--- config.mk ---
export PLATFORM = sky130hd
export DESIGN_NAME = cordic_rr_scheduler_flat
export DESIGN_NICKNAME = d
export VERILOG_FILES = /design/src/rtl/cordic_rr_scheduler_pkg.sv /design/src/rtl/cordic_rr_scheduler_if.sv /design/src/rtl/cordic_rr_scheduler_rr_arbiter.sv /design/src/rtl/cordic_rr_scheduler.sv /design/src/flat_wrapper.sv
export SDC_FILE = /design/constraint.sdc
export NUM_CORES = 1
export LEC_CHECK = 0
export ABC_AREA = 1
export CORE_MARGIN = 2
export CORE_UTILIZATION = 40
export DETAILED_ROUTE_END_ITERATION = 8
export HOLD_SLACK_MARGIN = 0.15
export PLACE_DENSITY = 0.87
export REMOVE_ABC_BUFFERS = 1
export SYNTH_ARGS = -nofsm -noshare
export SYNTH_HDL_FRONTEND = slang
export SYNTH_HIERARCHICAL = 1
export SYNTH_SLANG_ARGS = --single-unit
--- constraint.sdc ---
create_clock -name clk -period 2.5 [get_ports clk]
set_input_delay 0.375 -clock clk [delete_from_list [all_inputs] [get_ports clk]]
set_output_delay 0.375 -clock clk [all_outputs]
set_load 0.1 [all_outputs]
--- src/rtl/cordic_rr_scheduler_pkg.sv ---
// Shared types and constants for the CORDIC round-robin scheduler.
package cordic_rr_scheduler_pkg;

    typedef enum logic [1:0] {
        IDLE  = 2'd0,
        ISSUE = 2'd1,
        BUSY  = 2'd2,
        RESP  = 2'd3
    } state_t;

    localparam int          CORDIC_ITERS = 32;
    localparam logic [31:0] Q_ONE        = 32'h4000_0000;
    localparam logic [31:0] Q_PI_4       = 32'h3243_F6A8;

    // Port position k steps after base, wrapping at n.
    function automatic int rr_pos(input int base, input int k, input int n);
        return (base + k) % n;
    endfunction

endpackage

--- src/rtl/cordic_rr_scheduler_if.sv ---
// Requester-side bus: per-port request/angle in, shared response out.
interface cordic_rr_scheduler_if #(
    parameter int N_REQ  = 4,
    parameter int DATA_W = 32
);
    logic [N_REQ-1:0]             req;
    logic [N_REQ-1:0][DATA_W-1:0] req_angle;
    logic [N_REQ-1:0]             resp_valid;
    logic [DATA_W-1:0]            resp_result;
    logic                         resp_err;

    modport master (output req, output req_angle,
                    input  resp_valid, input resp_result, input resp_err);
    modport slave  (input  req, input  req_angle,
                    output resp_valid, output resp_result, output resp_err);
endinterface

--- src/rtl/cordic_rr_scheduler_rr_arbiter.sv ---
// Combinational round-robin pick: first set request after last_grant.
module cordic_rr_scheduler_rr_arbiter
    import cordic_rr_scheduler_pkg::*;
#(
    parameter int N_REQ = 4,
    localparam int IDX_W = $clog2(N_REQ)
) (
    input  logic [N_REQ-1:0] req,
    input  logic [IDX_W-1:0] last_grant,
    output logic [N_REQ-1:0] grant_oh,
    output logic [IDX_W-1:0] grant_idx,
    output logic             any
);
    logic [IDX_W-1:0] pos;

    // Scan last_grant+1 .. last_grant+N_REQ; the first hit wins.
    always_comb begin
        any       = 1'b0;
        grant_idx = '0;
        grant_oh  = '0;
        pos       = '0;
        for (int k = 1; k <= N_REQ; k++) begin
            pos = IDX_W'(rr_pos(int'(last_grant), k, N_REQ));
            if (!any && req[pos]) begin
                any       = 1'b1;
                grant_idx = pos;
            end
        end
        if (any) grant_oh[grant_idx] = 1'b1;
    end

endmodule

--- src/rtl/cordic_rr_scheduler.sv ---
// Shares one iterative CORDIC cosine core among N_REQ requesters:
// round-robin grant, one-cycle start, watchdog on done, one-cycle response.
module cordic_rr_scheduler
    import cordic_rr_scheduler_pkg::*;
#(
    parameter int N_REQ   = 4,
    parameter int DATA_W  = 32,
    parameter int TIMEOUT = 40,
    localparam int IDX_W  = $clog2(N_REQ)
) (
    input  logic                  clk,
    input  logic                  reset_n,
    cordic_rr_scheduler_if.slave  bus,
    output logic                  busy,
    output logic [IDX_W-1:0]      grant_id,
    output logic                  core_clk_en,
    output logic                  core_reset,
    output logic                  core_start,
    output logic [DATA_W-1:0]     core_dataa,
    input  logic [DATA_W-1:0]     core_result,
    input  logic                  core_done
);
    localparam int WD_W = $clog2(TIMEOUT + 1);

    state_t            state, state_nx;
    logic [IDX_W-1:0]  last_grant;
    logic [WD_W-1:0]   wdog;
    logic [N_REQ-1:0]  arb_oh;
    logic [IDX_W-1:0]  arb_idx;
    logic              arb_any;
    logic [DATA_W-1:0] angle_sel;
    logic              wd_abort;

    assign core_clk_en = 1'b1;

    cordic_rr_scheduler_rr_arbiter #(.N_REQ(N_REQ)) u_arb (
        .req        (bus.req),
        .last_grant (last_grant),
        .grant_oh   (arb_oh),
        .grant_idx  (arb_idx),
        .any        (arb_any)
    );

    // Next state, watchdog abort and one-hot angle select.
    always_comb begin
        state_nx  = state;
        wd_abort  = (state == BUSY) && !core_done && (wdog == '0);
        angle_sel = '0;
        for (int i = 0; i < N_REQ; i++)
            if (arb_oh[i]) angle_sel = angle_sel | bus.req_angle[i];
        case (state)
            IDLE:    if (arb_any) state_nx = ISSUE;
            ISSUE:   state_nx = BUSY;
            BUSY:    if (core_done || wdog == '0) state_nx = RESP;
            RESP:    state_nx = IDLE;
            default: state_nx = IDLE;
        endcase
    end

    // State register.
    always_ff @(posedge clk or negedge reset_n)
        if (!reset_n) state <= IDLE;
        else          state <= state_nx;

    // Registered outputs, grant bookkeeping and watchdog; core_done outside BUSY is ignored.
    always_ff @(posedge clk or negedge reset_n) begin
        if (!reset_n) begin
            busy            <= 1'b0;
            core_start      <= 1'b0;
            core_reset      <= 1'b1;
            core_dataa      <= '0;
            grant_id        <= '0;
            last_grant      <= IDX_W'(N_REQ - 1);
            wdog            <= '0;
            bus.resp_valid  <= '0;
            bus.resp_result <= '0;
            bus.resp_err    <= 1'b0;
        end else begin
            busy           <= (state_nx != IDLE);
            core_start     <= (state == IDLE) && arb_any;
            core_reset     <= wd_abort;
            bus.resp_valid <= '0;
            if (state == IDLE && arb_any) begin
                grant_id   <= arb_idx;
                core_dataa <= angle_sel;
            end
            if (state == ISSUE)
                wdog <= WD_W'(TIMEOUT);
            else if (state == BUSY && wdog != '0)
                wdog <= wdog - 1'b1;
            if (state == BUSY && core_done) begin
                bus.resp_result          <= core_result;
                bus.resp_err             <= 1'b0;
                bus.resp_valid[grant_id] <= 1'b1;
            end else if (wd_abort) begin
                bus.resp_result          <= '0;
                bus.resp_err             <= 1'b1;
                bus.resp_valid[grant_id] <= 1'b1;
            end
            if (state == RESP) last_grant <= grant_id;
        end
    end

endmodule

--- src/flat_wrapper.sv ---
// flat-port wrapper written by rule: the top's interface ports become plain ports
module cordic_rr_scheduler_flat import cordic_rr_scheduler_pkg::*;
#(
    parameter int N_REQ   = 4,
    parameter int DATA_W  = 32,
    parameter int TIMEOUT = 40,
    localparam int IDX_W  = $clog2(N_REQ)
)
  (clk, reset_n, busy, grant_id, core_clk_en, core_reset, core_start, core_dataa, core_result, core_done, bus_req, bus_req_angle, bus_resp_valid, bus_resp_result, bus_resp_err);
  cordic_rr_scheduler_if #(.N_REQ(N_REQ), .DATA_W(DATA_W)) bus_i ();
  input  logic clk;
  input  logic reset_n;
  output logic busy;
  output logic [IDX_W-1:0] grant_id;
  output logic core_clk_en;
  output logic core_reset;
  output logic core_start;
  output logic [DATA_W-1:0] core_dataa;
  input  logic [DATA_W-1:0] core_result;
  input  logic core_done;
  input wire logic [$bits(bus_i.req)-1:0] bus_req;
  input wire logic [$bits(bus_i.req_angle)-1:0] bus_req_angle;
  output wire logic [$bits(bus_i.resp_valid)-1:0] bus_resp_valid;
  output wire logic [$bits(bus_i.resp_result)-1:0] bus_resp_result;
  output wire logic [$bits(bus_i.resp_err)-1:0] bus_resp_err;
  assign bus_i.req = bus_req;
  assign bus_i.req_angle = bus_req_angle;
  assign bus_resp_valid = bus_i.resp_valid;
  assign bus_resp_result = bus_i.resp_result;
  assign bus_resp_err = bus_i.resp_err;
  cordic_rr_scheduler #(.N_REQ(N_REQ), .DATA_W(DATA_W), .TIMEOUT(TIMEOUT)) u_core (.clk(clk), .reset_n(reset_n), .bus(bus_i), .busy(busy), .grant_id(grant_id), .core_clk_en(core_clk_en), .core_reset(core_reset), .core_start(core_start), .core_dataa(core_dataa), .core_result(core_result), .core_done(core_done));
endmodule
# ---- Word level (Yosys, flattened, before mapping)
# Cells that the tools add are included.
dict set report totals {
  inputBits 167
  output_inout_bits 75
  regBits 84
}
dict set report op_classes {
  n_bitwise 3
  n_lt_le_gt_ge 8
  n_mux 36
  n_addsub 5
  reduce_logical 21
  eq_ne 3
}
# operator count
set op_table {}
lappend op_table {{$mux W32} 6}
lappend op_table {{$or A32 B32 Y32} 3}
lappend op_table {{$lt A2 B3 Y1 const B} 6}
lappend op_table {{$mux W1} 12}
lappend op_table {{$mux W2} 6}
lappend op_table {{$mux W4} 3}
lappend op_table {{$mux W6} 2}
lappend op_table {{$logic_and A1 B1 Y1} 10}
lappend op_table {{$bmux W1 S2} 4}
lappend op_table {{$pmux W2 S4} 1}
lappend op_table {{$logic_not A6 Y1} 1}
lappend op_table {{$reduce_bool A2 Y1} 3}
lappend op_table {{$reduce_bool A6 Y1} 1}
lappend op_table {{$sub A6 B1 Y6 const B} 1}
lappend op_table {{$add A2 B1 Y2 const B} 2}
lappend op_table {{$add A2 B2 Y2 const B} 2}
lappend op_table {{$demux W1 S2} 2}
lappend op_table {{$eq A2 B2 Y1 const B} 2}
lappend op_table {{$ge A2 B1 Y1 const B} 2}
lappend op_table {{$logic_not A1 Y1} 4}
lappend op_table {{$eq A2 B1 Y1 const B} 1}
lappend op_table {{$logic_not A2 Y1} 1}
lappend op_table {{$logic_or A1 B1 Y1} 1}

# ---- Longest topological paths before layout
# Gate-level depths: netlist of run 1.
dict set report logic_depth {
  ltp_word 25
  mapped_depth 13
}

# ---- Cells and area by module
# Netlist of run 1, hierarchy kept.
# module n_inst area_per_inst_um2 seq_area_each_um2 cells_each
set modules_own_cells {}
lappend modules_own_cells {cordic_rr_scheduler 1 4112.7 2105.8 483}
lappend modules_own_cells {cordic_rr_scheduler_rr_arbiter 1 379.1 0.0 75}

# ---- Worst setup path before layout of run 1
# No wires, ideal clock.
dict set report synth_path {
  kind {register to register}
  from {register u_core.last_grant[0]}
  to {register u_core.core_dataa[10]}
  arrival_time_ns 1.932
  path_stages_with_launch 13
  slack_ns 0.479
  setup_ns 0.088
  synth_period_minus_slack_ns 2.021
  path_buffers 2
  cell_sequence {dfstp_2 buf_4 nand2_1 nand2_2 nand2_2 nand2_4 nor2_1 nand2_2 nand3_2 nor2_1 clkbuf_1 nand2_1 a41oi_1}
}
dict set report synth_between {
  elab_cells_between_ends 40
}
# item line_no
set synth_rtl {}
lappend synth_rtl {{from (decl)} cordic_rr_scheduler.sv:26} ;# logic [IDX_W-1:0] last_grant;
lappend synth_rtl {{from (signal assigned)} cordic_rr_scheduler.sv:73} ;# last_grant <= IDX_W'(N_REQ - 1);
lappend synth_rtl {{from (signal assigned)} cordic_rr_scheduler.sv:100} ;# if (state == RESP) last_grant <= grant_id;
lappend synth_rtl {{$add A2 B1 Y2} cordic_rr_scheduler_pkg.sv:17} ;# return (base + k) % n;
lappend synth_rtl {{$bmux W1 S2} cordic_rr_scheduler_rr_arbiter.sv:24} ;# if (!any && req[pos]) begin
lappend synth_rtl {{$mux W1 (implied by the code)} cordic_rr_scheduler_rr_arbiter.sv:24}
lappend synth_rtl {{$mux W1} cordic_rr_scheduler_rr_arbiter.sv:24}
lappend synth_rtl {{$logic_not A1 Y1} cordic_rr_scheduler_rr_arbiter.sv:24}
lappend synth_rtl {{$logic_and A1 B1 Y1} cordic_rr_scheduler_rr_arbiter.sv:24}
lappend synth_rtl {{$mux W1} cordic_rr_scheduler_rr_arbiter.sv:24}
lappend synth_rtl {{$logic_not A1 Y1} cordic_rr_scheduler_rr_arbiter.sv:24}
lappend synth_rtl {{$logic_and A1 B1 Y1} cordic_rr_scheduler_rr_arbiter.sv:24}
lappend synth_rtl {{$mux W1} cordic_rr_scheduler_rr_arbiter.sv:24}
lappend synth_rtl {{$logic_not A1 Y1} cordic_rr_scheduler_rr_arbiter.sv:24}
lappend synth_rtl {{$logic_and A1 B1 Y1} cordic_rr_scheduler_rr_arbiter.sv:24}
lappend synth_rtl {{$mux W1 *} cordic_rr_scheduler_rr_arbiter.sv:24}
lappend synth_rtl {{named net u_core.arb_any} cordic_rr_scheduler.sv:30} ;# logic arb_any;
lappend synth_rtl {{$mux W4 *} cordic_rr_scheduler_rr_arbiter.sv:29} ;# if (any) grant_oh[grant_idx] = 1'b1;
lappend synth_rtl {{named net u_core.arb_oh[3]} cordic_rr_scheduler.sv:28} ;# logic [N_REQ-1:0] arb_oh;
lappend synth_rtl {{$mux W32 *} cordic_rr_scheduler.sv:50} ;# if (arb_oh[i]) angle_sel = angle_sel | bus.req_angle[i];
lappend synth_rtl {{to (signal assigned)} cordic_rr_scheduler.sv:85} ;# core_dataa <= angle_sel;
lappend synth_rtl {{to (decl)} cordic_rr_scheduler.sv:19} ;# output logic [DATA_W-1:0] core_dataa,
# Mark *: on every way through the listed nets, which the timed path passes. The rest lies on a longest branch. The select of a mux whose other input is x is not followed.
# A chain may end at the register's enable or synchronous reset.

# ---- Final worst setup path of run 1
dict set report layout_path {
  from {register u_core.last_grant[0]}
  to {register u_core.core_dataa[16]}
}
dict set report layout_between {
  elab_cells_between_ends 40
}
# item line_no
set layout_rtl {}
lappend layout_rtl {{$add A2 B1 Y2} cordic_rr_scheduler_pkg.sv:17}
lappend layout_rtl {{$bmux W1 S2} cordic_rr_scheduler_rr_arbiter.sv:24}
lappend layout_rtl {{$mux W1 (implied by the code)} cordic_rr_scheduler_rr_arbiter.sv:24}
lappend layout_rtl {{$mux W1} cordic_rr_scheduler_rr_arbiter.sv:24}
lappend layout_rtl {{$logic_not A1 Y1} cordic_rr_scheduler_rr_arbiter.sv:24}
lappend layout_rtl {{$logic_and A1 B1 Y1} cordic_rr_scheduler_rr_arbiter.sv:24}
lappend layout_rtl {{$mux W1} cordic_rr_scheduler_rr_arbiter.sv:24}
lappend layout_rtl {{$logic_not A1 Y1} cordic_rr_scheduler_rr_arbiter.sv:24}
lappend layout_rtl {{(+5 left out)} --}
lappend layout_rtl {{named net u_core.arb_any} cordic_rr_scheduler.sv:30}
lappend layout_rtl {{(+1 left out)} --}
lappend layout_rtl {{named net u_core.arb_oh[0]} cordic_rr_scheduler.sv:28}
lappend layout_rtl {{$mux W32 *} cordic_rr_scheduler.sv:50}
lappend layout_rtl {{$or A32 B32 Y32} cordic_rr_scheduler.sv:50}
lappend layout_rtl {{$mux W32 *} cordic_rr_scheduler.sv:50}
lappend layout_rtl {{$or A32 B32 Y32} cordic_rr_scheduler.sv:50}
lappend layout_rtl {{$mux W32 *} cordic_rr_scheduler.sv:50}
lappend layout_rtl {{$or A32 B32 Y32} cordic_rr_scheduler.sv:50}
lappend layout_rtl {{$mux W32 *} cordic_rr_scheduler.sv:50}
# Marks and branches as above.

==> results.py, run 1 <==
metrics = {
    "detailed_routing": {
        "firstDrtPassIters": 6,
        "drc": 0,
        "vias": 4880,
        "wire_per_inst_um": 15.93,
        "totalWireLength_um": 14910,
        "postRouteAntennaNets": 0,
        "vias_per_cell": 5.214,
        "drt-initial-drc-count": 334,
    },
    "placement": {
        "gp_congestion": 0.9107,
        "dp.final_hpwl_um": 11260,
        "io_buffer_count": 240,
        "dp_cells": 917,
    },
    "timing": {
        "setup_tns_ns": 0,
        "hold_viol": 0,
        "fin_crit_ns": 2.202,
        "rsz0062_at_grt": "no",
        "setup_viol": 0,
        "slew_headroom_pct": 59.93,
        "period_share_pct": 88.08,
        "fmax_mhz": 454.1,
        "fin_skew_ns": 0.007478,
        "worst_pin_slew_ns": 0.5998,
        "drv_slew": 0,
    },
    "global_route": {
        "track_usage_pct": 24.27,
        "grt_pass1_vias": 4755,
        "grt_pass1_wl_um": 22730,
        "grt_antenna_before_repair": 0,
        "grt.overflow.total": 0,
        "grt_max_degree": 45,
    },
    "setup_path": {
        "r2r_start": "u_core/last_grant[0]$_DFFE_PN1N_",
        "r2r_slack_ns": 0.30,
        "worst_setup_path_start_kind": "register",
        "reg2regPathDepth": 12,
        "endpoint": "u_core/core_dataa[16]$_DFFE_PN0P_",
        "worst_ep_arrival_time_ns": 2.46,
        "cp-startpoint": "u_core/last_grant[0]$_DFFE_PN1N_",
        "worstPathRequired_ns": 2.76,
        "r2r_end": "u_core/core_dataa[16]$_DFFE_PN0P_",
        "worstSetupEndpointType": "register",
        "path_class": "register to register",
        "cp_max_fo": 32,
    },
    "yosys": {
        "synth_area_leader_cell": "dfrtp_1",
        "synth_top_family_by_area": "simple AND/OR/NAND/NOR gates",
        "avgSynthCellArea_um2": 8.050,
        "ys_seq_area_share_pct": 46.88,
        "synthMuxAreaShare_pct": 0,
        "synth.distinct_cells": 27,
        "synthCells": 558,
        "synth_fa_ha_area_share_pct": 1.950,
        "synth_compound_area_share_pct": 11.39,
        "syn_area_mm2": 0.004492,
        "synth-seq-cells": 84,
        "yosys.area_share.simple_pct": 32.90,
        "synth_top_cells_by_count": "nand2_1, dfrtp_1, nor2_1",
        "synth_top_area_share_pct": 45.13,
        "synth_top_flop_cell": "dfrtp_1",
        "synth_xor_area_share_pct": 0.1950,
        "async_reset_ff_share_pct": 100.0,
        "synth_most_common_cell": "nand2_1",
        "synth_edf_count": 0,
        "yosysWarnings": 6,
        "yosys-top-cells-area": "dfrtp_1, nand2_1, a41oi_1",
    },
    "die": {
        "rows": 38,
        "dieArea_mm2": 0.01209,
        "dieWidth_um": 110.0,
        "core_area_mm2": 0.01089,
        "die_h_um": 110.0,
        "io_pins": 242,
        "start_util_pct": 41.25,
    },
    "final_layout": {
        "final_cells": 936,
        "fin_nets": 965,
        "area_growth_pct": 57.35,
        "layout-drive-gt1-share_pct": 18.09,
        "diodes": 0,
    },
    "clocking": {
        "cts-root-buf": "clkbuf_8",
        "clk_latency_ns": 0.35,
        "clkSlewWorstSetupHoldPaths_ns": 0.09,
        "cts_tree": "done",
        "cts_buffer_depth": 2,
        "cts_buffers": 9,
        "cts_sinks": 84,
        "htreeDepth": 3,
    },
    "worst_hold_path": {
        "worstHoldPathType": "register to register",
    },
    "flow_run": {
        "maxCapViolCount": 0,
    },
    "outcome": {
        "status": "finished, final reports clean",
    },
}
==> worst min-delay path by stage <==
stage                                         startpoint                                      to  slack (ns)  depth (start not counted)
after floorplan                                  reset_n         u_core/bus.resp_err$_DFFE_PN0P_        0.08                          0
after global placement                           reset_n  u_core/bus.resp_result[18]$_DFFE_PN0P_        0.40                          1
after detailed placement                         reset_n         u_core/bus.resp_err$_DFFE_PN0P_        0.40                          1
after CTS                 u_core/grant_id[0]$_DFFE_PN0P_      u_core/bus.resp_valid[2]$_DFF_PN0_        0.51                          1
after global routing      u_core/grant_id[0]$_DFFE_PN0P_      u_core/bus.resp_valid[2]$_DFF_PN0_        0.53                          1
final                     u_core/grant_id[0]$_DFFE_PN0P_      u_core/bus.resp_valid[2]$_DFF_PN0_        0.49                          1
==> final cells by class <==
type / count / area, um^2
inverters: 27 / 101.3
fillers: 896 / 3820
flip-flops and latches: 84 / 2106
clock buffers: 11 / 141.4
repair buffers: 252 / 2382
clock inverters: 5 / 62.56
well taps: 140 / 175.2
multi-input cells: 417 / 2100
==> routing by layer <==
layer	global-route usage, %	vias to the layer above	part of all wire [%]
li1	-	2303	-
met1	29.90	2229	39
met2	41.63	305	49
met3	5.115	43	9.3
met4	9.313	0	2.9
met5	0	-	0
==> worst max-delay path, cell delays in order, from the launching register on <==
cell and delay [ns]:
dfstp_2 0.59, buf_4 0.16, nand2_1 0.06, nand2_2 0.11
nand2_2 0.09, nand2_4 0.09, nor2_1 0.05, nand2_2 0.10
nand3_1 0.14, nor2_2 0.18, buf_12 0.21, nand2_1 0.08
a41oi_1 0.23
==> what timing repair did <==
| item | 4_1_cts | 5_1_grt |
|---|---|---|
| endpoints found under the setup margin | 0 | 2 |
| setup buffers | 0 | 2 |
| hold buffers | 1 | 0 |
| gates resized for setup | 0 | 0 |
| hold endpoints to repair | 43 | 0 |
==> state kept, by name (all words and copies together) (netlist names) <==
name and cells:
u_core/bus.resp_err 1, u_core/bus.resp_result 32, u_core/bus.resp_valid 4, u_core/busy 1, u_core/core_dataa 32, u_core/core_reset 1
u_core/core_start 1, u_core/grant_id 2, u_core/last_grant 2, u_core/state 2, u_core/wdog 6
==> placed cells by master (no fill, tap or decap), types with 2 or more instances in the layout <==
master,instances
nand2_1,202
clkdlybuf4s50_1,165
dfrtp_1,81
buf_4,80
nor2_1,46
nand3_1,44
a21oi_1,36
a41oi_1,32
inv_1,22
nand2_2,13
clkbuf_8,10
nand3_2,8
ha_1,7
buf_12,6
o21ai_0,5
inv_2,5
nand4_1,5
nand2_4,5
nor2_2,4
nor2_4,3
dfstp_2,3
clkinv_4,2
clkinvlp_4,2
o21ai_1,2
==> kinds of logic after synthesis <==
kind of cell / count (synthesis)
and+or+nand+nor: 332
DFF: 84
AOI/OAI and AO/OA: 76
buffers and inverters: 57
adders and majority gates: 7
xor gates and xnor gates: 1
other: 1
==> per-stage QoR <==
step           hold slack [ns]  cell area [um^2]  worst slack, ns  utilization [%]
5_1_grt                 0.5338              7068           0.1302            64.92
4_1_cts                 0.5056              7053           0.2155            64.78
3_5_place_dp            0.4018              6839           0.1331            62.81
3_3_place_gp            0.3971              6839           0.2409            62.81
6_report                0.4927              7068           0.2980            64.92
2_1_floorplan          0.07941              4297          -0.1622                -
Power of run 1 is not shown: default switching activity piles up to over one toggle a cycle in this logic, so the estimate is an artifact.
==> inputs of run 2 (changes only) <==
Settings changed: CTS_CLUSTER_DIAMETER set to 30.
==> results of run 2 <==
The final DEF is identical to that of run 1; final timing and power are the same.
Power of run 2 is left out for the same reason.
